**config.mk**
```make
export PLATFORM = sky130hd
export DESIGN_NAME = mem_exec_unit
export DESIGN_NICKNAME = d
export VERILOG_FILES = /design/src/rtl/mem_exec_pkg.sv /design/src/rtl/mem_store_queue.sv /design/src/rtl/mem_exec_unit.sv
export SDC_FILE = /design/constraint.sdc
export NUM_CORES = 1
export LEC_CHECK = 0
export BUFFER_PORTS_ARGS = -buffer_cell sky130_fd_sc_hd__buf_2
export CORE_ASPECT_RATIO = 2
export CORE_UTILIZATION = 40
export CTS_BUF_LIST = sky130_fd_sc_hd__clkbuf_8
export CTS_CLUSTER_DIAMETER = 200
export CTS_CLUSTER_SIZE = 12
export DETAILED_ROUTE_END_ITERATION = 10
export PLACE_DENSITY_LB_ADDON = 0.15
export REMOVE_ABC_BUFFERS = 1
export SLEW_MARGIN = 10
export SYNTH_ARGS = -nofsm -noshare
export SYNTH_HDL_FRONTEND = slang
export SYNTH_SLANG_ARGS = --single-unit
```
**constraint.sdc**
```tcl
create_clock -name clk -period 7.7 [get_ports clk]
set_input_delay 1.155 -clock clk [delete_from_list [all_inputs] [get_ports clk]]
set_output_delay 1.155 -clock clk [all_outputs]
set_load 0.02 [all_outputs]
```
**src/rtl/mem_exec_pkg.sv**
```systemverilog
// Shared types for the memory execution unit: operation codes and FSM states.
package mem_exec_pkg;

    typedef enum logic [1:0] {
        OP_NOP   = 2'd0,
        OP_LOAD  = 2'd1,
        OP_STORE = 2'd2,
        OP_MOVE  = 2'd3
    } mem_op_t;

    typedef enum logic [1:0] {
        S_IDLE  = 2'd0,
        S_DRAIN = 2'd1,
        S_LOAD  = 2'd2,
        S_RESP  = 2'd3
    } state_t;

endpackage

```
**src/rtl/mem_store_queue.sv**
```systemverilog
// Circular store queue holding {addr,data} pairs awaiting the memory write port.
// With MEM_EXEC_FWD_EN defined it also compares a lookup address against every
// live entry and returns the data of the youngest match; otherwise no
// comparators exist and the match outputs are tied off.
module mem_store_queue
    import mem_exec_pkg::*;
#(
    parameter int DATA_W = 32,
    parameter int ADDR_W = 32,
    parameter int DEPTH  = 4,
    localparam int PTR_W = $clog2(DEPTH),
    localparam int CNT_W = PTR_W + 1
) (
    input  logic              clk,
    input  logic              reset,
    input  logic              push,
    input  logic [ADDR_W-1:0] push_addr,
    input  logic [DATA_W-1:0] push_data,
    input  logic              pop,
    output logic [ADDR_W-1:0] head_addr,
    output logic [DATA_W-1:0] head_data,
    output logic [CNT_W-1:0]  count,
    input  logic [ADDR_W-1:0] match_addr,
    output logic [DEPTH-1:0]  match_vec,
    output logic              fwd_hit,
    output logic [DATA_W-1:0] fwd_data
);

    logic [ADDR_W-1:0] addr_q [DEPTH];
    logic [ADDR_W-1:0] addr_d [DEPTH];
    logic [DATA_W-1:0] data_q [DEPTH];
    logic [DATA_W-1:0] data_d [DEPTH];
    logic [PTR_W-1:0]  wr_ptr_q, wr_ptr_d, rd_ptr_q, rd_ptr_d;
    logic [CNT_W-1:0]  count_q, count_d;

    assign head_addr = addr_q[rd_ptr_q];
    assign head_data = data_q[rd_ptr_q];
    assign count     = count_q;

    // Next-state for entries, pointers and occupancy; pointers wrap naturally.
    always_comb begin
        addr_d   = addr_q;
        data_d   = data_q;
        wr_ptr_d = wr_ptr_q;
        rd_ptr_d = rd_ptr_q;
        count_d  = count_q;
        if (push) begin
            addr_d[wr_ptr_q] = push_addr;
            data_d[wr_ptr_q] = push_data;
            wr_ptr_d         = wr_ptr_q + PTR_W'(1);
        end
        if (pop) begin
            rd_ptr_d = rd_ptr_q + PTR_W'(1);
        end
        case ({push, pop})
            2'b10:   count_d = count_q + CNT_W'(1);
            2'b01:   count_d = count_q - CNT_W'(1);
            default: count_d = count_q;
        endcase
    end

    // Entry storage is not reset; only pointers and occupancy decide liveness.
    always_ff @(posedge clk) begin
        addr_q <= addr_d;
        data_q <= data_d;
        if (reset) begin
            wr_ptr_q <= '0;
            rd_ptr_q <= '0;
            count_q  <= '0;
        end else begin
            wr_ptr_q <= wr_ptr_d;
            rd_ptr_q <= rd_ptr_d;
            count_q  <= count_d;
        end
    end

`ifdef MEM_EXEC_FWD_EN
    // An entry matches when it is live (its age is below the occupancy) and its address equals the lookup.
    always_comb begin
        logic [PTR_W-1:0] age;
        match_vec = '0;
        age       = '0;
        for (int i = 0; i < DEPTH; i++) begin
            age          = PTR_W'(i) - rd_ptr_q;
            match_vec[i] = ({1'b0, age} < count_q) && (addr_q[i] == match_addr);
        end
    end

    // Walk oldest to youngest so the last hit seen is the youngest store.
    always_comb begin
        logic [PTR_W-1:0] idx;
        fwd_hit  = 1'b0;
        fwd_data = '0;
        idx      = '0;
        for (int k = 0; k < DEPTH; k++) begin
            idx = rd_ptr_q + PTR_W'(k);
            if (match_vec[idx]) begin
                fwd_hit  = 1'b1;
                fwd_data = data_q[idx];
            end
        end
    end
`else
    logic unused_match_addr;
    assign unused_match_addr = ^match_addr;
    assign match_vec = '0;
    assign fwd_hit   = 1'b0;
    assign fwd_data  = '0;
`endif

endmodule

```
**src/rtl/mem_exec_unit.sv**
```systemverilog
// Memory execution unit: accepts NOP/LOAD/STORE/MOVE, buffers stores in a
// queue that drains to the write port independently of the FSM, and services
// loads through the read port. Optional store-to-load forwarding is enabled by
// defining MEM_EXEC_FWD_EN; without it every load waits for the queue to drain.
module mem_exec_unit
    import mem_exec_pkg::*;
#(
    parameter int DATA_W   = 32,
    parameter int ADDR_W   = 32,
    parameter int SQ_DEPTH = 4,
    localparam int CNT_W   = $clog2(SQ_DEPTH) + 1
) (
    input  logic              clk,
    input  logic              reset,
    input  logic              issue_valid,
    output logic              issue_ready,
    input  mem_op_t           issue_op,
    input  logic [ADDR_W-1:0] base,
    input  logic [ADDR_W-1:0] offset,
    input  logic [DATA_W-1:0] wdata,
    output logic              completed,
    output logic [DATA_W-1:0] out,
    output logic [ADDR_W-1:0] main_mem_in_addr,
    output logic [DATA_W-1:0] main_mem_in_data,
    output logic              main_mem_in_valid,
    input  logic              main_mem_in_ready,
    output logic [ADDR_W-1:0] main_mem_out_addr,
    output logic              main_mem_out_valid,
    input  logic [DATA_W-1:0] main_mem_out_data,
    input  logic              main_mem_out_ready,
    output logic [CNT_W-1:0]  sq_count
);

    localparam logic [CNT_W-1:0] SQ_FULL = CNT_W'(SQ_DEPTH);

    state_t            state_q, state_d;
    logic [ADDR_W-1:0] ld_addr_q, ld_addr_d;
    logic [DATA_W-1:0] out_q, out_d;
    logic              completed_q, completed_d;

    logic [ADDR_W-1:0] eff_addr;
    logic              issue_fire, sq_push, sq_pop;
    logic [SQ_DEPTH-1:0] match_vec;
    logic              fwd_hit;
    logic [DATA_W-1:0] fwd_data;

    // Carry out of the address add is dropped.
    assign eff_addr   = base + offset;
    assign issue_ready = !reset && (state_q == S_IDLE) &&
                         ((issue_op != OP_STORE) || (sq_count < SQ_FULL));
    assign issue_fire = issue_valid && issue_ready;

    // Write port follows the queue head only; valids are masked during reset
    // so nothing is handed to memory in the cycle the queue is being flushed.
    assign main_mem_in_valid  = (sq_count != '0) && !reset;
    assign sq_pop             = main_mem_in_valid && main_mem_in_ready;
    assign main_mem_out_valid = (state_q == S_LOAD) && !reset;
    assign main_mem_out_addr  = ld_addr_q;
    assign completed          = completed_q;
    assign out                = out_q;

    mem_store_queue #(
        .DATA_W (DATA_W),
        .ADDR_W (ADDR_W),
        .DEPTH  (SQ_DEPTH)
    ) u_sq (
        .clk        (clk),
        .reset      (reset),
        .push       (sq_push),
        .push_addr  (eff_addr),
        .push_data  (wdata),
        .pop        (sq_pop),
        .head_addr  (main_mem_in_addr),
        .head_data  (main_mem_in_data),
        .count      (sq_count),
        .match_addr (eff_addr),
        .match_vec  (match_vec),
        .fwd_hit    (fwd_hit),
        .fwd_data   (fwd_data)
    );

    logic unused_match_vec;
    assign unused_match_vec = ^match_vec;
`ifndef MEM_EXEC_FWD_EN
    logic unused_fwd;
    assign unused_fwd = fwd_hit ^ (^fwd_data);
`endif

    // Next-state, result and completion logic for the operation FSM.
    always_comb begin
        state_d     = state_q;
        ld_addr_d   = ld_addr_q;
        out_d       = out_q;
        completed_d = 1'b0;
        sq_push     = 1'b0;
        case (state_q)
            S_IDLE: begin
                if (issue_fire) begin
                    case (issue_op)
                        OP_STORE: begin
                            sq_push     = 1'b1;
                            completed_d = 1'b1;
                        end
                        OP_MOVE: begin
                            out_d       = wdata;
                            completed_d = 1'b1;
                        end
                        OP_LOAD: begin
                            ld_addr_d = eff_addr;
`ifdef MEM_EXEC_FWD_EN
                            if (fwd_hit) begin
                                out_d       = fwd_data;
                                completed_d = 1'b1;
                            end else begin
                                state_d = S_LOAD;
                            end
`else
                            state_d = S_DRAIN;
`endif
                        end
                        default: completed_d = 1'b1;
                    endcase
                end
            end
            S_DRAIN: begin
                if (sq_count == '0) state_d = S_LOAD;
            end
            S_LOAD: begin
                if (main_mem_out_ready) begin
                    out_d       = main_mem_out_data;
                    completed_d = 1'b1;
                    state_d     = S_RESP;
                end
            end
            S_RESP:  state_d = S_IDLE;
            default: state_d = S_IDLE;
        endcase
    end

    // State, latched load address, result and completion registers.
    always_ff @(posedge clk) begin
        if (reset) begin
            state_q     <= S_IDLE;
            ld_addr_q   <= '0;
            out_q       <= '0;
            completed_q <= 1'b0;
        end else begin
            state_q     <= state_d;
            ld_addr_q   <= ld_addr_d;
            out_q       <= out_d;
            completed_q <= completed_d;
        end
    end

endmodule

```
# Yosys cells after proc, flatten, opt, wreduce, memory -nomap -nowiden
# Cells that the tools add are included.
dict set report totals {
  reg_bits 330
  out_inout_bits 135
  word_cells 84
}
dict set report classes {
  addsub 5
  order_cmp 4
  eq_ne 14
  muxes 27
  bitwise_logic 2
  reduce_logical 17
}
# op n
set ops {}
lappend ops {{$bwmux W128} 2}
lappend ops {{$mux W32} 8}
lappend ops {{$bmux W32 S2} 2}
lappend ops {{$demux W32 S2} 1}
lappend ops {{$pmux W32 S2} 1}
lappend ops {{$add A32 B32 Y32} 1}
lappend ops {{$eq A2 B2 Y1 const B} 5}
lappend ops {{$mux W2} 4}
lappend ops {{$ne A2 B2 Y1 const B} 4}
lappend ops {{$pmux W2 S4} 1}
lappend ops {{$reduce_and A4 Y1} 2}
lappend ops {{$logic_and A1 B1 Y1} 7}
lappend ops {{$eq A2 B1 Y1 const B} 3}
lappend ops {{$ge A3 B3 Y1 const B} 2}
lappend ops {{$mux W1} 6}
lappend ops {{$not A2 Y3} 2}
lappend ops {{$pmux W3 S2} 1}
lappend ops {{$add A2 B1 Y2 const B} 2}
lappend ops {{$ne A2 B1 Y1 const B} 2}
lappend ops {{$reduce_bool A2 Y1} 2}
lappend ops {{$add A3 B1 Y3 const B} 1}
lappend ops {{$logic_not A3 Y1} 1}
lappend ops {{$lt A3 B1 Y1 const B} 1}
lappend ops {{$lt A3 B3 Y1 const B} 1}
lappend ops {{7 further kinds} 7}

# Logic depth before layout (Yosys ltp)
dict set report depth {
  word_depth 8
  depth_mapped 13
  mapped_depth_nobuf 12
}

# Modules after synthesis
# From an unflattened synthesis, not the netlist that was laid out.
dict set report hier_totals {
  cells_unflattened 938
  hier_area_um2 14287.5
}
# mod instances cells_per_inst area_per_inst_um2 seq_area_each_um2
set by_module_without_submodules {}
lappend by_module_without_submodules {mem_store_queue 1 413 9890.7 7827.5}
lappend by_module_without_submodules {mem_exec_unit 1 525 4396.7 1341.3}

# Least setup slack after synthesis
# OpenSTA, ideal clock, no wires.
dict set report synth_timing {
  path_kind {input port to flip-flop}
  startpoint {input port reset}
  endpoint {register u_sq.addr_q[0] (netlist name) (enable)}
  setup_ns 0.429
  arrival_time_ns 3.973
  required_time_ns 7.271
  path_slack_ns 3.298
  stages 5
  n_path_buf 1
  cell_sequence {nor2b_1 a21boi_0 and3_1 clkbuf_1 and2_1}
}
dict set report synth_between {
  elab_chain_cells 6
}
# item line_no
set synth_lines {}
lappend synth_lines {{from (decl)} mem_exec_unit.sv:14} ;# input logic reset,
lappend synth_lines {{$logic_not A1 Y1} mem_exec_unit.sv:49} ;# assign issue_ready = !reset && (state_q == S_IDLE) &&
lappend synth_lines {{$logic_and A1 B1 Y1 (2 in series)} mem_exec_unit.sv:49}
lappend synth_lines {{via issue_ready} mem_exec_unit.sv:16} ;# output logic issue_ready,
lappend synth_lines {{$logic_and A1 B1 Y1} mem_exec_unit.sv:51} ;# assign issue_fire = issue_valid && issue_ready;
lappend synth_lines {{$mux W1} mem_exec_unit.sv:98} ;# if (issue_fire) begin
lappend synth_lines {{$mux W1} mem_exec_unit.sv:96} ;# case (state_q)
lappend synth_lines {{to (signal assigned)} mem_store_queue.sv:64} ;# addr_q <= addr_d;
lappend synth_lines {{to (decl)} mem_store_queue.sv:29} ;# logic [ADDR_W-1:0] addr_q [DEPTH];
# The timed path passes the listed nets, and every way through them passes these cells.
# A chain may end at the register's enable or synchronous reset.

# Final worst setup path
dict set report layout_timing {
  startpoint {register u_sq.rd_ptr_q[0]}
  endpoint {output port main_mem_in_data[4]}
}
dict set report layout_between {
  elab_chain_cells 4
}
# item line_no
set layout_lines {}
lappend layout_lines {{from (decl)} mem_store_queue.sv:33} ;# logic [PTR_W-1:0] wr_ptr_q, wr_ptr_d, rd_ptr_q, rd_ptr_d;
lappend layout_lines {{from (signal assigned)} mem_store_queue.sv:72} ;# rd_ptr_q <= rd_ptr_d;
lappend layout_lines {{$not A2 Y3 (implied by the code)} mem_store_queue.sv:37} ;# assign head_data = data_q[rd_ptr_q];
lappend layout_lines {{$bmux W32 S2} mem_store_queue.sv:37}
lappend layout_lines {{$mux W32 (implied by the code) (2 in series)} mem_store_queue.sv:37}
lappend layout_lines {{to (decl)} mem_exec_unit.sv:24} ;# output logic [DATA_W-1:0] main_mem_in_data,
# Every way passes these cells. The select of a mux whose other input is x is not followed.

==> reports/results.ini <==
[run_status]
status=finished, final reports clean

[timing]
largest_clock_skew_in_the_final_design_ns=0.02069
report.final.setup_viol=0
fin_crit_sh_pct=53.39
finalMaxSlewViolations=0
hold_violations=0
setup-tns-final_ns=0
timing.max_slew.rel_slack_pct=26.44
rsz_0062_raised_after_global_routing=no
worst_slew_pin_slew_ns=1.103
max_freq_mhz=243.3
timing.final.crit_period_ns=4.111

[place]
placement.cell_area_sq_um=16030
place.detailed.hpwl_um=23460
gp_routability_congestion=0.8426
portBuffers=269

[cells_and_area]
layout_commonest_cell=sky130_fd_sc_hd__buf_2
post-route-cell-area_sq_um=16570
flow.area_growth_from_synthesis_pct=16.21
sequential_cell_area_sq_um=9176
fraction_of_final_layout_cells_with_drive_strength_greater_than_1_pct=32.26
final_cell_mix=sky130_fd_sc_hd__buf_2, sky130_fd_sc_hd__edfxtp_1, sky130_fd_sc_hd__dfxtp_1
fillCellCount=3208
finalNetCount=1396
multi_input_area_sq_um=4783

[cts]
cts_root_buffer=sky130_fd_sc_hd__clkbuf_8
cts-htree-levels=1
cts_hold_buf=0
clock_latency_ns=0.60
postCtsSetupRepairBufs=0
clock_tree_from_tritoncts=yes
clock_sinks=330
cts_inserted_buffers=31
cts_max_path_buffers=3
cts.repair.resized=0
clock_pin_slew_on_the_worst_setup_and_hold_paths_ns=0.08

[worst_setup_path]
worstSetupStartpoint=u_sq.rd_ptr_q[0]$_SDFFE_PP0P_
arrival_ns=2.96
crit-reg2reg-launch=state_q[0]$_SDFFE_PP0P_
crit_fanout=35
ff2ff_setup_slack_ns=4.47
cp-start-kind=register
worstSetupEndpoint=main_mem_in_data[4]
worst_r2r_path_depth=7
critical_path_class=reg -> out
critPathCaptureType=primary output
critical_path_required_ns=6.55
regToRegEndpoint=u_sq.addr_q[37]$_DFFE_PP_

[worst_hold_path]
worstHoldPathType=reg -> reg
worstHoldPathCells=2

[logic_synthesis]
syn_area_per_cell_sq_um=14.94
post_synth_inst_count=954
total_of_warnings_raised_by_yosys=0
ys_dominant_reg_cell=sky130_fd_sc_hd__edfxtp_1
synth_seq_area_share_pct=64.32
synth-seq-cells=330
synthesis.area_sq_um=14250
synthDistinctLibCells=64
synthArstFlopShare_pct=0
synth-edff-count=256

[floorplan]
num_rows=97
io_pins=270
die_height_um=269.0
fp.dieW_um=135.5
floorplan.initialDensity_pct=40.64
fp.coreArea_sq_um=35070
design.die.area_sq_um=36440

[routing]
ant_nets=0
dr.pass1.iters=5
route.detailed.drc=0
num_vias=8968
detail_route.wirelength_um=34620
drtIter0Drc=337
vias_per_cell=5.310
wl_per_cell_um=20.49

[global_route]
congestion_overflow_gr=0
grt_pass1_vias=9240
grt_overall_usage_pct=19.20
antenna_found_initial=1
grt_start_max_net_pins=66
grt_first_pass_wirelength_um=52180

[power]
irDropWorstVdd_mv=0.1282
static-leakage-power_nw=6.087
power_density_nw_per_um2=216.7

[run]
cap_violations=0

[registers in the layout, summed over array words and instances (netlist names)]
name and count:
main_mem_out_addr 32, u_sq.count 3, out 32, state_q 2, u_sq.rd_ptr_q 2, u_sq.data_q 128, completed 1, u_sq.addr_q 128
u_sq.wr_ptr_q 2
[worst max-delay path, cell delays in order (launching register included)]
cell and delay, ns:
sky130_fd_sc_hd__dfxtp_4 0.78, sky130_fd_sc_hd__buf_4 0.70, sky130_fd_sc_hd__mux4_2 0.62, sky130_fd_sc_hd__buf_2 0.18
[stage by stage]
stage | utilization [%] | std cells | hold WS [ns] | power (mW) | worst slack (ns)
after floorplan | - | 906 | 0.4905 | 2.464 | 3.043
after global placement | 45.71 | 1631 | 0.4401 | 2.668 | 3.705
after detailed placement | 45.71 | 1631 | 0.4461 | 2.678 | 3.681
after CTS | 47.22 | 1688 | 0.4584 | 3.645 | 3.349
after global routing | 47.23 | 1689 | 0.4690 | 3.765 | 3.309
final | 47.23 | 1689 | 0.4555 | 3.590 | 3.589
[how the worst min path moves through the flow]
stage | startpoint | to
2_1_floorplan | state_q[1]$_SDFFE_PP0P_ | state_q[1]$_SDFFE_PP0P_
6_report | main_mem_out_addr[6]$_SDFFE_PP0P_ | main_mem_out_addr[6]$_SDFFE_PP0P_
5_1_grt | main_mem_out_addr[5]$_SDFFE_PP0P_ | main_mem_out_addr[5]$_SDFFE_PP0P_
3_3_place_gp | main_mem_out_addr[13]$_SDFFE_PP0P_ | main_mem_out_addr[13]$_SDFFE_PP0P_
3_5_place_dp | main_mem_out_addr[5]$_SDFFE_PP0P_ | main_mem_out_addr[5]$_SDFFE_PP0P_
4_1_cts | main_mem_out_addr[6]$_SDFFE_PP0P_ | main_mem_out_addr[6]$_SDFFE_PP0P_
[synth_stat cells, types with 3 or more instances]
master / instances / area [sq um]
sky130_fd_sc_hd__nand2_1: 58 / 217.7
sky130_fd_sc_hd__a211oi_1: 37 / 277.8
sky130_fd_sc_hd__a31oi_1: 3 / 18.77
sky130_fd_sc_hd__edfxtp_1: 256 / 7687
sky130_fd_sc_hd__buf_2: 4 / 20.02
sky130_fd_sc_hd__a21boi_0: 4 / 30.03
sky130_fd_sc_hd__mux4_2: 64 / 1441
sky130_fd_sc_hd__and2_1: 13 / 81.33
sky130_fd_sc_hd__nor2b_1: 8 / 50.05
sky130_fd_sc_hd__nor2_1: 66 / 247.7
sky130_fd_sc_hd__ha_1: 40 / 500.5
sky130_fd_sc_hd__clkbuf_1: 31 / 116.4
sky130_fd_sc_hd__buf_1: 5 / 18.77
sky130_fd_sc_hd__or3_1: 3 / 18.77
sky130_fd_sc_hd__clkbuf_8: 4 / 55.05
sky130_fd_sc_hd__xnor2_1: 15 / 131.4
sky130_fd_sc_hd__xor2_1: 10 / 87.58
sky130_fd_sc_hd__nor3_1: 9 / 45.04
sky130_fd_sc_hd__and4_1: 4 / 35.03
sky130_fd_sc_hd__or2_2: 3 / 18.77
sky130_fd_sc_hd__and3_1: 11 / 68.82
sky130_fd_sc_hd__dfxtp_1: 74 / 1481
sky130_fd_sc_hd__o21bai_1: 4 / 30.03
sky130_fd_sc_hd__nand4_1: 5 / 31.28
sky130_fd_sc_hd__a21o_1: 20 / 150.1
sky130_fd_sc_hd__a21oi_1: 54 / 270.3
sky130_fd_sc_hd__mux2i_1: 35 / 350.3
sky130_fd_sc_hd__nand3_1: 13 / 65.06
sky130_fd_sc_hd__inv_1: 23 / 86.33
sky130_fd_sc_hd__o21a_1: 8 / 60.06
sky130_fd_sc_hd__o21ai_0: 22 / 110.1
sky130_fd_sc_hd__nor3b_1: 3 / 22.52
sky130_fd_sc_hd__o31ai_1: 4 / 30.03
[logic make-up after synthesis]
group                      after synthesis  synth area share, %
and+or+nand+nor                        206                6.925
xor gates and xnor gates                26                1.650
AOI/OAI and AO/OA                      180                8.418
buffers and inverters                   71                2.326
DFF                                    330                64.32
muxes                                   99                12.57
adders and majority gates               42                3.792
[layout make-up]
type | count | share of cell area (%)
Antenna cell | 1 | 0.01511
Clock buffer | 31 | 2.576
Clock inverter | 26 | 0.6193
Inverter | 23 | 0.5211
Multi-Input combinational cell | 553 | 28.87
Sequential cell | 330 | 55.39
Tap cell | 445 | 3.361
Timing Repair Buffer | 280 | 8.640
[power breakdown]
part           switching [mW]  internal [mW]
combinational           0.376          0.227
sequential             0.0250           2.00
clock                   0.584          0.376
[per-layer routing]
layer	GRT usage (%)	wire length, um	part of all wire, %
met5	0	0	0
met3	2.124	1316	3.8
met4	6.924	954	2.8
met1	19.71	12410	36
met2	38.75	19940	58
(Power assumes the default switching activity.)
